==> src/rtl/lcd_ctrl.sv <==
// HD44780-style 16x2 LCD sequencer: power-up wait, fixed init bytes, then byte writes with EN timing.
// Latency: accept edge to next ready = T_SETUP + T_EN + T_HOLD + (T_CLR for clear/home commands, else T_CMD).
// Backpressure: req_ready_o is high only in IDLE after init; requests presented earlier are held by the source.
module lcd_ctrl #(
  parameter int unsigned T_PWR   = 750000,
  parameter int unsigned T_SETUP = 4,
  parameter int unsigned T_EN    = 25,
  parameter int unsigned T_HOLD  = 4,
  parameter int unsigned T_CMD   = 2000,
  parameter int unsigned T_CLR   = 82000
) (
  input  logic        clk_i,
  input  logic        rst_i,
  input  logic        req_valid_i,
  output logic        req_ready_o,
  input  logic        req_rs_i,
  input  logic [7:0]  req_data_i,
  output logic        init_done_o,
  output logic        busy_o,
  output logic [7:0]  lcd_data_o,
  output logic        lcd_rs_o,
  output logic        lcd_rw_o,
  output logic        lcd_en_o,
  output logic        lcd_on_o,
  output logic [31:0] lcd_o
);

  // Largest timing parameter sets the phase counter width; one spare bit keeps T-1 in range.
  localparam int unsigned M_A   = (T_PWR > T_SETUP) ? T_PWR : T_SETUP;
  localparam int unsigned M_B   = (M_A > T_EN) ? M_A : T_EN;
  localparam int unsigned M_C   = (M_B > T_HOLD) ? M_B : T_HOLD;
  localparam int unsigned M_D   = (M_C > T_CMD) ? M_C : T_CMD;
  localparam int unsigned T_MAX = (M_D > T_CLR) ? M_D : T_CLR;
  localparam int unsigned CW    = $clog2(T_MAX) + 1;

  // Last count value of each fixed-length phase.
  localparam logic [CW-1:0] PWR_LAST   = CW'(T_PWR - 1);
  localparam logic [CW-1:0] SETUP_LAST = CW'(T_SETUP - 1);
  localparam logic [CW-1:0] EN_LAST    = CW'(T_EN - 1);
  localparam logic [CW-1:0] HOLD_LAST  = CW'(T_HOLD - 1);
  localparam logic [CW-1:0] CMD_LAST   = CW'(T_CMD - 1);
  localparam logic [CW-1:0] CLR_LAST   = CW'(T_CLR - 1);

  typedef enum logic [2:0] {
    S_PWR,
    S_LOAD,
    S_SETUP,
    S_PULSE,
    S_HOLD,
    S_WAIT,
    S_IDLE
  } state_t;

  state_t        state_q;
  state_t        state_d;
  logic [CW-1:0] cnt_q;
  logic [1:0]    idx_q;
  logic          rs_q;
  logic [7:0]    data_q;
  logic          en_q;
  logic          on_q;
  logic          ready_q;
  logic          busy_q;
  logic          done_q;

  logic          accept;
  logic          idx_inc;
  logic          done_set;
  logic          clr_sel;
  logic [CW-1:0] wait_last;
  logic [7:0]    init_byte;

  // Init command ROM: function set 8-bit/2-line, display on, clear, entry mode increment.
  always_comb begin
    init_byte = 8'h38;
    case (idx_q)
      2'd0:    init_byte = 8'h38;
      2'd1:    init_byte = 8'h0C;
      2'd2:    init_byte = 8'h01;
      default: init_byte = 8'h06;
    endcase
  end

  // Clear (0x01) and return-home (0x02/0x03) commands need the long post-write wait.
  always_comb begin
    clr_sel   = !rs_q && ((data_q == 8'h01) || (data_q == 8'h02) || (data_q == 8'h03));
    wait_last = clr_sel ? CLR_LAST : CMD_LAST;
  end

  // Next-state decode; each timed phase ends when the counter reaches its last value.
  always_comb begin
    state_d  = state_q;
    accept   = 1'b0;
    idx_inc  = 1'b0;
    done_set = 1'b0;
    case (state_q)
      S_PWR: begin
        if (cnt_q == PWR_LAST) state_d = S_LOAD;
      end
      S_LOAD: begin
        state_d = S_SETUP;
      end
      S_SETUP: begin
        if (cnt_q == SETUP_LAST) state_d = S_PULSE;
      end
      S_PULSE: begin
        if (cnt_q == EN_LAST) state_d = S_HOLD;
      end
      S_HOLD: begin
        if (cnt_q == HOLD_LAST) state_d = S_WAIT;
      end
      S_WAIT: begin
        if (cnt_q == wait_last) begin
          if (done_q) begin
            state_d = S_IDLE;
          end else if (idx_q == 2'd3) begin
            done_set = 1'b1;
            state_d  = S_IDLE;
          end else begin
            idx_inc = 1'b1;
            state_d = S_LOAD;
          end
        end
      end
      S_IDLE: begin
        if (req_valid_i && ready_q) begin
          accept  = 1'b1;
          state_d = S_SETUP;
        end
      end
      default: begin
        state_d = S_PWR;
      end
    endcase
  end

  // State register.
  always_ff @(posedge clk_i or posedge rst_i) begin
    if (rst_i) state_q <= S_PWR;
    else       state_q <= state_d;
  end

  // Phase counter: restarts from zero on every phase entry, parked in IDLE.
  always_ff @(posedge clk_i or posedge rst_i) begin
    if (rst_i) begin
      cnt_q <= '0;
    end else if (state_d != state_q) begin
      cnt_q <= '0;
    end else if (state_q != S_IDLE) begin
      cnt_q <= cnt_q + CW'(1);
    end
  end

  // Init byte index advances at the end of each init write's wait.
  always_ff @(posedge clk_i or posedge rst_i) begin
    if (rst_i)        idx_q <= 2'd0;
    else if (idx_inc) idx_q <= idx_q + 2'd1;
  end

  // RS/DATA latch: loaded from the init ROM or an accepted request, held otherwise.
  always_ff @(posedge clk_i or posedge rst_i) begin
    if (rst_i) begin
      rs_q   <= 1'b0;
      data_q <= 8'h00;
    end else if (state_q == S_LOAD) begin
      rs_q   <= 1'b0;
      data_q <= init_byte;
    end else if (accept) begin
      rs_q   <= req_rs_i;
      data_q <= req_data_i;
    end
  end

  // Pin and status registers follow the next state so they line up with the state itself.
  always_ff @(posedge clk_i or posedge rst_i) begin
    if (rst_i) begin
      en_q    <= 1'b0;
      on_q    <= 1'b0;
      ready_q <= 1'b0;
      busy_q  <= 1'b1;
      done_q  <= 1'b0;
    end else begin
      en_q    <= (state_d == S_PULSE);
      on_q    <= 1'b1;
      ready_q <= (state_d == S_IDLE);
      busy_q  <= (state_d != S_IDLE);
      done_q  <= done_q | done_set;
    end
  end

  assign req_ready_o = ready_q;
  assign init_done_o = done_q;
  assign busy_o      = busy_q;
  assign lcd_data_o  = data_q;
  assign lcd_rs_o    = rs_q;
  assign lcd_rw_o    = 1'b0;
  assign lcd_en_o    = en_q;
  assign lcd_on_o    = on_q;
  assign lcd_o       = {on_q, 20'b0, en_q, rs_q, 1'b0, data_q};

endmodule

==> config.mk <==
export PLATFORM = sky130hd
export DESIGN_NAME = lcd_ctrl
export DESIGN_NICKNAME = d
export VERILOG_FILES = /design/src/rtl/lcd_ctrl.sv
export SDC_FILE = /design/constraint.sdc
export NUM_CORES = 1
export LEC_CHECK = 0
export BUFFER_PORTS_ARGS = -buffer_cell sky130_fd_sc_hd__buf_4
export CELL_PAD_IN_SITES_DETAIL_PLACEMENT = 1
export CELL_PAD_IN_SITES_GLOBAL_PLACEMENT = 1
export CORE_MARGIN = 3
export CORE_UTILIZATION = 25
export DETAILED_ROUTE_END_ITERATION = 7
export PLACE_DENSITY = 0.58
export SETUP_SLACK_MARGIN = 0.4
export SLEW_MARGIN = 25
export SYNTH_ARGS = -nofsm -noshare
export SYNTH_HDL_FRONTEND = slang
export SYNTH_SLANG_ARGS = --single-unit
==> constraint.sdc <==
create_clock -name clk_i -period 2 [get_ports clk_i]
set_clock_uncertainty 0.15 [all_clocks]
set_input_delay 0.2 -clock clk_i [delete_from_list [all_inputs] [get_ports clk_i]]
set_output_delay 0.2 -clock clk_i [all_outputs]
set_load 0.05 [all_outputs]
==> results of run 1 <==
worst min-delay path: cells and delay by family:
family          cells  cell delay [ns]
buf+inv             1             0.11
compound gates      2             0.12
state kept, by name, summed over array words and instances (netlist names):
register     cells
busy_o           1
cnt_q           21
idx_q            2
init_done_o      1
lcd_data_o       8
lcd_en_o         1
lcd_on_o         1
lcd_rs_o         1
req_ready_o      1
state_q          3
cell usage after synthesis (all sizes together), types with 2 or more instances:
library cell   n  area [µm²]
and4b          2       20.02
nand4          7       43.79
nor4          21       152.6
and3           7       47.54
a21oi          6       30.03
ha             7       87.58
nand2         18       67.56
mux2i          7       82.58
xor2          11       96.34
dfrtp         39       975.9
o21ai          7       35.03
inv            6       22.52
xnor2         11       96.34
a31oi          2       12.51
and4           3       27.53
buf           42       320.3
conb           2       7.510
o211ai         2       15.01
clkbuf         3       15.02
nor2          14       55.06
nor3          18       95.09
nand3          8       45.04
logic make-up (layout without fill, tap and decap cells):
| family | after synthesis | count (layout) | share of synthesized area, % |
|---|---|---|---|
| flip-flops | 40 | 40 | 39.00 |
| buffers and inverters | 51 | 114 | 13.92 |
| XOR/XNOR | 22 | 22 | 7.497 |
| multiplexers | 8 | 8 | 3.651 |
| AND/OR/NAND/NOR | 106 | 106 | 23.95 |
| other | 2 | 23 | 0.2922 |
| AO/OA/AOI/OAI | 29 | 29 | 8.277 |
| adder cells (fa/ha/maj) | 7 | 7 | 3.408 |
final cells by class:
| class | count | area (µm²) | share of cell area [%] |
|---|---|---|---|
| multi-input combinational | 195 | 1567 | 41.80 |
| sequential | 40 | 1015 | 27.08 |
| timing repair buffer | 100 | 850.8 | 22.70 |
| tap | 133 | 166.4 | 4.441 |
| clock buffer | 7 | 96.34 | 2.571 |
| clock inverter | 1 | 30.03 | 0.8013 |
| inverter | 6 | 22.52 | 0.6010 |
where the power goes:
part	switching [W]	internal [W]
Sequential	0.000000478	0.000809
Combinational	0.000121	0.0000232
Clock	0.000286	0.000441
Total	0.000408	0.00127
through the flow:
step	setup slack (ns)	hold slack (ns)	instance area [µm²]	total power, W	std cells
5_1_grt	-0.2212	0.04618	3747	0.001757	482
2_1_floorplan	-0.1343	0.1667	2711	0.0009702	286
4_1_cts	-0.09592	0.01510	3552	0.001710	478
6_report	-0.1514	0.03023	3747	0.001681	482
3_3_place_gp	-0.1823	0.2353	3219	0.0009634	462
3_5_place_dp	-0.2005	0.2345	3219	0.0009636	462
repair_timing:
item,in CTS,in global routing
hold buffers,4,0
buffers inserted,4,2
cloned,0,2
pin swaps,8,12
resized for setup,30,33
endpoints found under the setup margin,39,39
endpoints found under the hold margin,42,0
routing by layer:
layer / vias to the layer above / global-route usage (%) / wire length, µm
met1: 1109 / 16.04 / 3263
met3: 10 / 3.179 / 354
met2: 58 / 21.76 / 3584
met5: - / 0 / 0
met4: 0 / 1.894 / 82
li1: 1062 / - / -
worst paths after layout:
| check | from | depth (start not counted) | slack [ns] | endpoint |
|---|---|---|---|---|
| worst max-delay path | lcd_data_o[3] | 7 | -0.15 | cnt_q[10] |
| worst min-delay path | req_data_i[1] | 3 | 0.03 | lcd_data_o[1] |
| max in group asynchronous | rst_i | 4 | 0.86 | lcd_data_o[6] |
| worst max register to register | lcd_data_o[3] | 7 | -0.15 | cnt_q[10] |
| min in group asynchronous | rst_i | 4 | 0.44 | lcd_data_o[5] |
| worst min register to register | lcd_data_o[1] | 2 | 0.42 | lcd_data_o[1] |
==> impl_metrics.json, run 1 <==
{
  "status": "finished, violations left",
  "violations": "setup timing",
  "setup_viol": 29,
  "diodes": 0,
  "min_period_over_period_pct": 107.6,
  "critPathSlowestCell": "dfrtp_2",
  "area_growth_pct": 45.81,
  "min_period_ns": 2.151,
  "root_buffer": "clkbuf_8",
  "hp-class": "primary input to register",
  "final_util_pct": 37.99,
  "drt_iter0_markers": 66,
  "synth_cells": 265,
  "nFillCells": 1114,
  "die_area_um2": 11530,
  "synth_seq_cells": 40,
  "ys.flop_type": "dfrtp_1",
  "cts_num_sinks": 40,
  "drive_gt1_share_pct": 47.85,
  "core_area_um2": 9864,
  "crit_type": "register to register",
  "worstPathRequired_ns": 2.03,
  "fin_ws_ns": -0.1514,
  "nets": 367,
  "clkLatencyLatePin_ns": 0.29,
  "grt_max_degree": 41,
  "power.leakage_nw": 1.703,
  "power.density_nw_per_um2": 448.5,
  "max_stage_delay_ns": 0.43,
  "clk_pin_slew_ns": 0.08,
  "path_max_fanout": 8,
  "cts_max_level": 2,
  "cts_made_buffers": 5,
  "dieHeight_um": 107.4,
  "critPathLaunchType": "register",
  "grt_pass1_vias": 2317,
  "worst_slew_pin_slew_ns": 0.5290,
  "slew_viol_final": 0,
  "via_count": 2239,
  "wirelength_um": 7284,
  "grt_antenna_before_repair": 0,
  "critPathCaptureType": "register",
  "grt-ovfl-total": 0,
  "finalSetupTns_ns": -3.650,
  "initial_core_util_pct": 26.05,
  "wl_per_cell_um": 15.11,
  "cp_num_buf_inv": 2,
  "synth_edf_count": 0,
  "finalHoldViolations": 0,
  "rows": 36,
  "viasPerCell": 4.645,
  "die_w_um": 107.4,
  "yosysWarnings": 0,
  "cp_cell_sequence": "nor4_4 -> o211ai_1 -> mux2i_4 -> o41ai_4 -> buf_6 -> buf_8 -> nor4_2",
  "worstPathArrival_ns": 2.18,
  "max_slew_margin_pct": 64.73,
  "avgSynthCellArea_um2": 9.698,
  "port-buffer-count": 36,
  "mostFrequentLayoutCells": "84 x buf_4, 29 x dfrtp_1, 23 x conb_1",
  "syn-cell-area_um2": 2570,
  "final_common_cell": "buf_4",
  "drc": 0,
  "cts_tree": "built",
  "boundaryPins": 59,
  "gp_congestion": 0.7686,
  "grt_first_pass_wirelength_um": 11690,
  "yosysSeqAreaShare_pct": 39.00,
  "synth_cell_types": 55,
  "crit_family": "compound AO/OA/AOI/OAI gates",
  "peakVddDrop_uv": 276.1,
  "async_flop_share_pct": 100.0,
  "grt_setup_unrepaired": "yes",
  "fmax_mhz": 464.8,
  "grt_usage_pct": 12.53,
  "drv_cap": 0,
  "dr.pass1.iters": 4,
  "hpwl_um": 5067,
  "clockBufferDepth": 2,
  "ant_nets": 0
}
Power figures use the tool's default switching activity.
==> inputs of run 2 (changes only) <==
--- a/config.mk
+++ b/config.mk
@@ -6,12 +6,13 @@
 export NUM_CORES = 1
 export LEC_CHECK = 0
 export BUFFER_PORTS_ARGS = -buffer_cell sky130_fd_sc_hd__buf_4
+export CAP_MARGIN = 20
 export CELL_PAD_IN_SITES_DETAIL_PLACEMENT = 1
 export CELL_PAD_IN_SITES_GLOBAL_PLACEMENT = 1
 export CORE_MARGIN = 3
 export CORE_UTILIZATION = 25
 export DETAILED_ROUTE_END_ITERATION = 7
-export PLACE_DENSITY = 0.58
+export PLACE_DENSITY = 0.56
 export SETUP_SLACK_MARGIN = 0.4
 export SLEW_MARGIN = 25
 export SYNTH_ARGS = -nofsm -noshare
==> constraint.sdc (replaced) <==
create_clock -name clk_i -period 2.1 [get_ports clk_i]
set_clock_uncertainty 0.15 [all_clocks]
set_input_delay 0.21 -clock clk_i [delete_from_list [all_inputs] [get_ports clk_i]]
set_output_delay 0.21 -clock clk_i [all_outputs]
set_load 0.05 [all_outputs]
==> impl_metrics.json, run 2 (same netlist as run 1, synthesis figures left out) <==
{
  "worstHoldStart": "req_data_i[7]",
  "grt_max_degree": 41,
  "fin_hold_ws_ns": -0.001321,
  "grt_setup_unrepaired": "yes",
  "dieHeight_um": 107.4,
  "status": "finished, violations left",
  "crit_start": "cnt_q[1]",
  "nFillCells": 1114,
  "grt_first_pass_wirelength_um": 11070,
  "port-buffer-count": 36,
  "dr.pass1.iters": 4,
  "fin_ws_ns": -0.08772,
  "fmax_mhz": 457.1,
  "drt_iter0_markers": 98,
  "r2r-end": "cnt_q[4]",
  "grt-ovfl-total": 0,
  "power.density_nw_per_um2": 425.0,
  "clkLatencyLatePin_ns": 0.30,
  "finalPower_w": 0.001538,
  "die_area_um2": 11530,
  "worstPathRequired_ns": 2.13,
  "endpoint": "cnt_q[4]",
  "final_common_cell": "buf_4",
  "violations": "hold timing, setup timing",
  "initial_core_util_pct": 26.05,
  "viasPerCell": 4.603,
  "critPathLaunchType": "register",
  "r2r_slack_ns": -0.09,
  "mostFrequentLayoutCells": "80 x buf_4, 30 x dfrtp_1, 23 x conb_1",
  "grt_antenna_before_repair": 0,
  "cts_tree": "built",
  "finalHoldViolations": 1,
  "drv_cap": 0,
  "p_sw_share_pct": 25.63,
  "largest_reg_flops": 21,
  "setup_viol": 26,
  "ant_nets": 0,
  "wl_per_cell_um": 15.07,
  "internal-power_w": 0.001144,
  "final_util_pct": 36.69,
  "clk_pin_slew_ns": 0.08,
  "root_buffer": "clkbuf_8",
  "cts_num_sinks": 40,
  "cts_max_level": 2,
  "cts_made_buffers": 5,
  "peakVddDrop_uv": 234.7,
  "critPathCaptureType": "register",
  "p_seq_share_pct": 50.1,
  "min_period_ns": 2.188,
  "crit_type": "register to register",
  "multi_input_comb_area_um2": 1506,
  "diodes": 0,
  "rows": 36,
  "core_area_um2": 9864,
  "power_switching_w": 0.0003943,
  "reg2reg_from": "cnt_q[1]",
  "power.leakage_nw": 1.682,
  "grt_usage_pct": 12.06,
  "grt_pass1_vias": 2195,
  "area_growth_pct": 40.85,
  "worst_slew_pin_slew_ns": 0.5348,
  "hpwl_um": 5061,
  "boundaryPins": 59,
  "power_frac_clock_pct": 41.1,
  "wirelength_um": 7171,
  "max_slew_margin_pct": 64.34,
  "p_comb_share_pct": 8.8,
  "largest-register": "cnt_q",
  "die_w_um": 107.4,
  "hp-class": "primary input to register",
  "path_max_fanout": 6,
  "min_period_over_period_pct": 104.2,
  "nets": 361,
  "gp_congestion": 0.7535,
  "seq_area_um2": 1013,
  "drive_gt1_share_pct": 43.44,
  "via_count": 2191,
  "drc": 0,
  "r2r_cells": 7,
  "slew_viol_final": 0,
  "worstPathArrival_ns": 2.22,
  "clockBufferDepth": 2,
  "finalSetupTns_ns": -1.350
}
[run 2: cell types whose count changed in the layout (fill, tap and decap cells not counted), sizes merged]
cell	change
buf	-5
clkbuf	-1
clkinv	+1
dlygate4sd3	-1
[run 2: area by class of cell]
class / instances / area share [%]
Sequential cell: 40 / 28.00
Multi-Input combinational cell: 195 / 41.62
Tap cell: 133 / 4.597
Clock buffer: 6 / 2.005
Timing Repair Buffer: 94 / 22.19
Clock inverter: 2 / 0.9679
Inverter: 6 / 0.6222
[run 2: metal layers]
metal,track usage (%),vias to the layer above,wire [µm]
met4,3.787,0,74
met2,20.11,46,3546
met1,15.71,1094,3274
li1,-,1045,-
met5,0,-,0
met3,2.400,6,276
[run 2: per-stage QoR]
stage / area, µm² / setup WS (ns) / std cells
floorplan: 2701 / -0.03429 / 286
global placement: 3152 / -0.02558 / 454
CTS: 3379 / -0.03346 / 468
global route: 3620 / -0.1599 / 476
detailed placement: 3152 / -0.1020 / 454
finish: 3620 / -0.08772 / 476
[run 2: power by group through the flow]
stage | sequential (W) | clock (W) | combinational (W)
finish | 0.000771 | 0.000632 | 0.000135
global route | 0.000771 | 0.000690 | 0.000144
CTS | 0.000771 | 0.000662 | 0.000137
detailed placement | 0.000786 | 0 | 0.000132
global placement | 0.000786 | 0 | 0.000131
floorplan | 0.000790 | 0 | 0.000134
[run 2: how the worst min path moves through the flow]
stage,endpoint,depth (start not counted)
2_1_floorplan,lcd_data_o[6],2
3_3_place_gp,cnt_q[0],3
3_5_place_dp,lcd_data_o[6],3
4_1_cts,lcd_data_o[7],3
5_1_grt,lcd_data_o[7],3
6_report,lcd_data_o[7],3
[run 2: timing repair]
action / in CTS / in global routing
buffers inserted: 3 / 5
endpoints found under the setup margin: 39 / 39
pin swaps: 3 / 5
hold endpoints to repair: 41 / 0
gates cloned: 0 / 3
hold buffers: 3 / 0
gates resized for setup: 13 / 29
[run 2: critical path: stages (launching register included)]
cell and delay (ns):
dfrtp_1 0.39, ha_2 0.23, and4b_1 0.26, nand3_2 0.10, or4_4 0.51, nor2_4 0.19, clkbuf_16 0.19, nor4_2 0.05
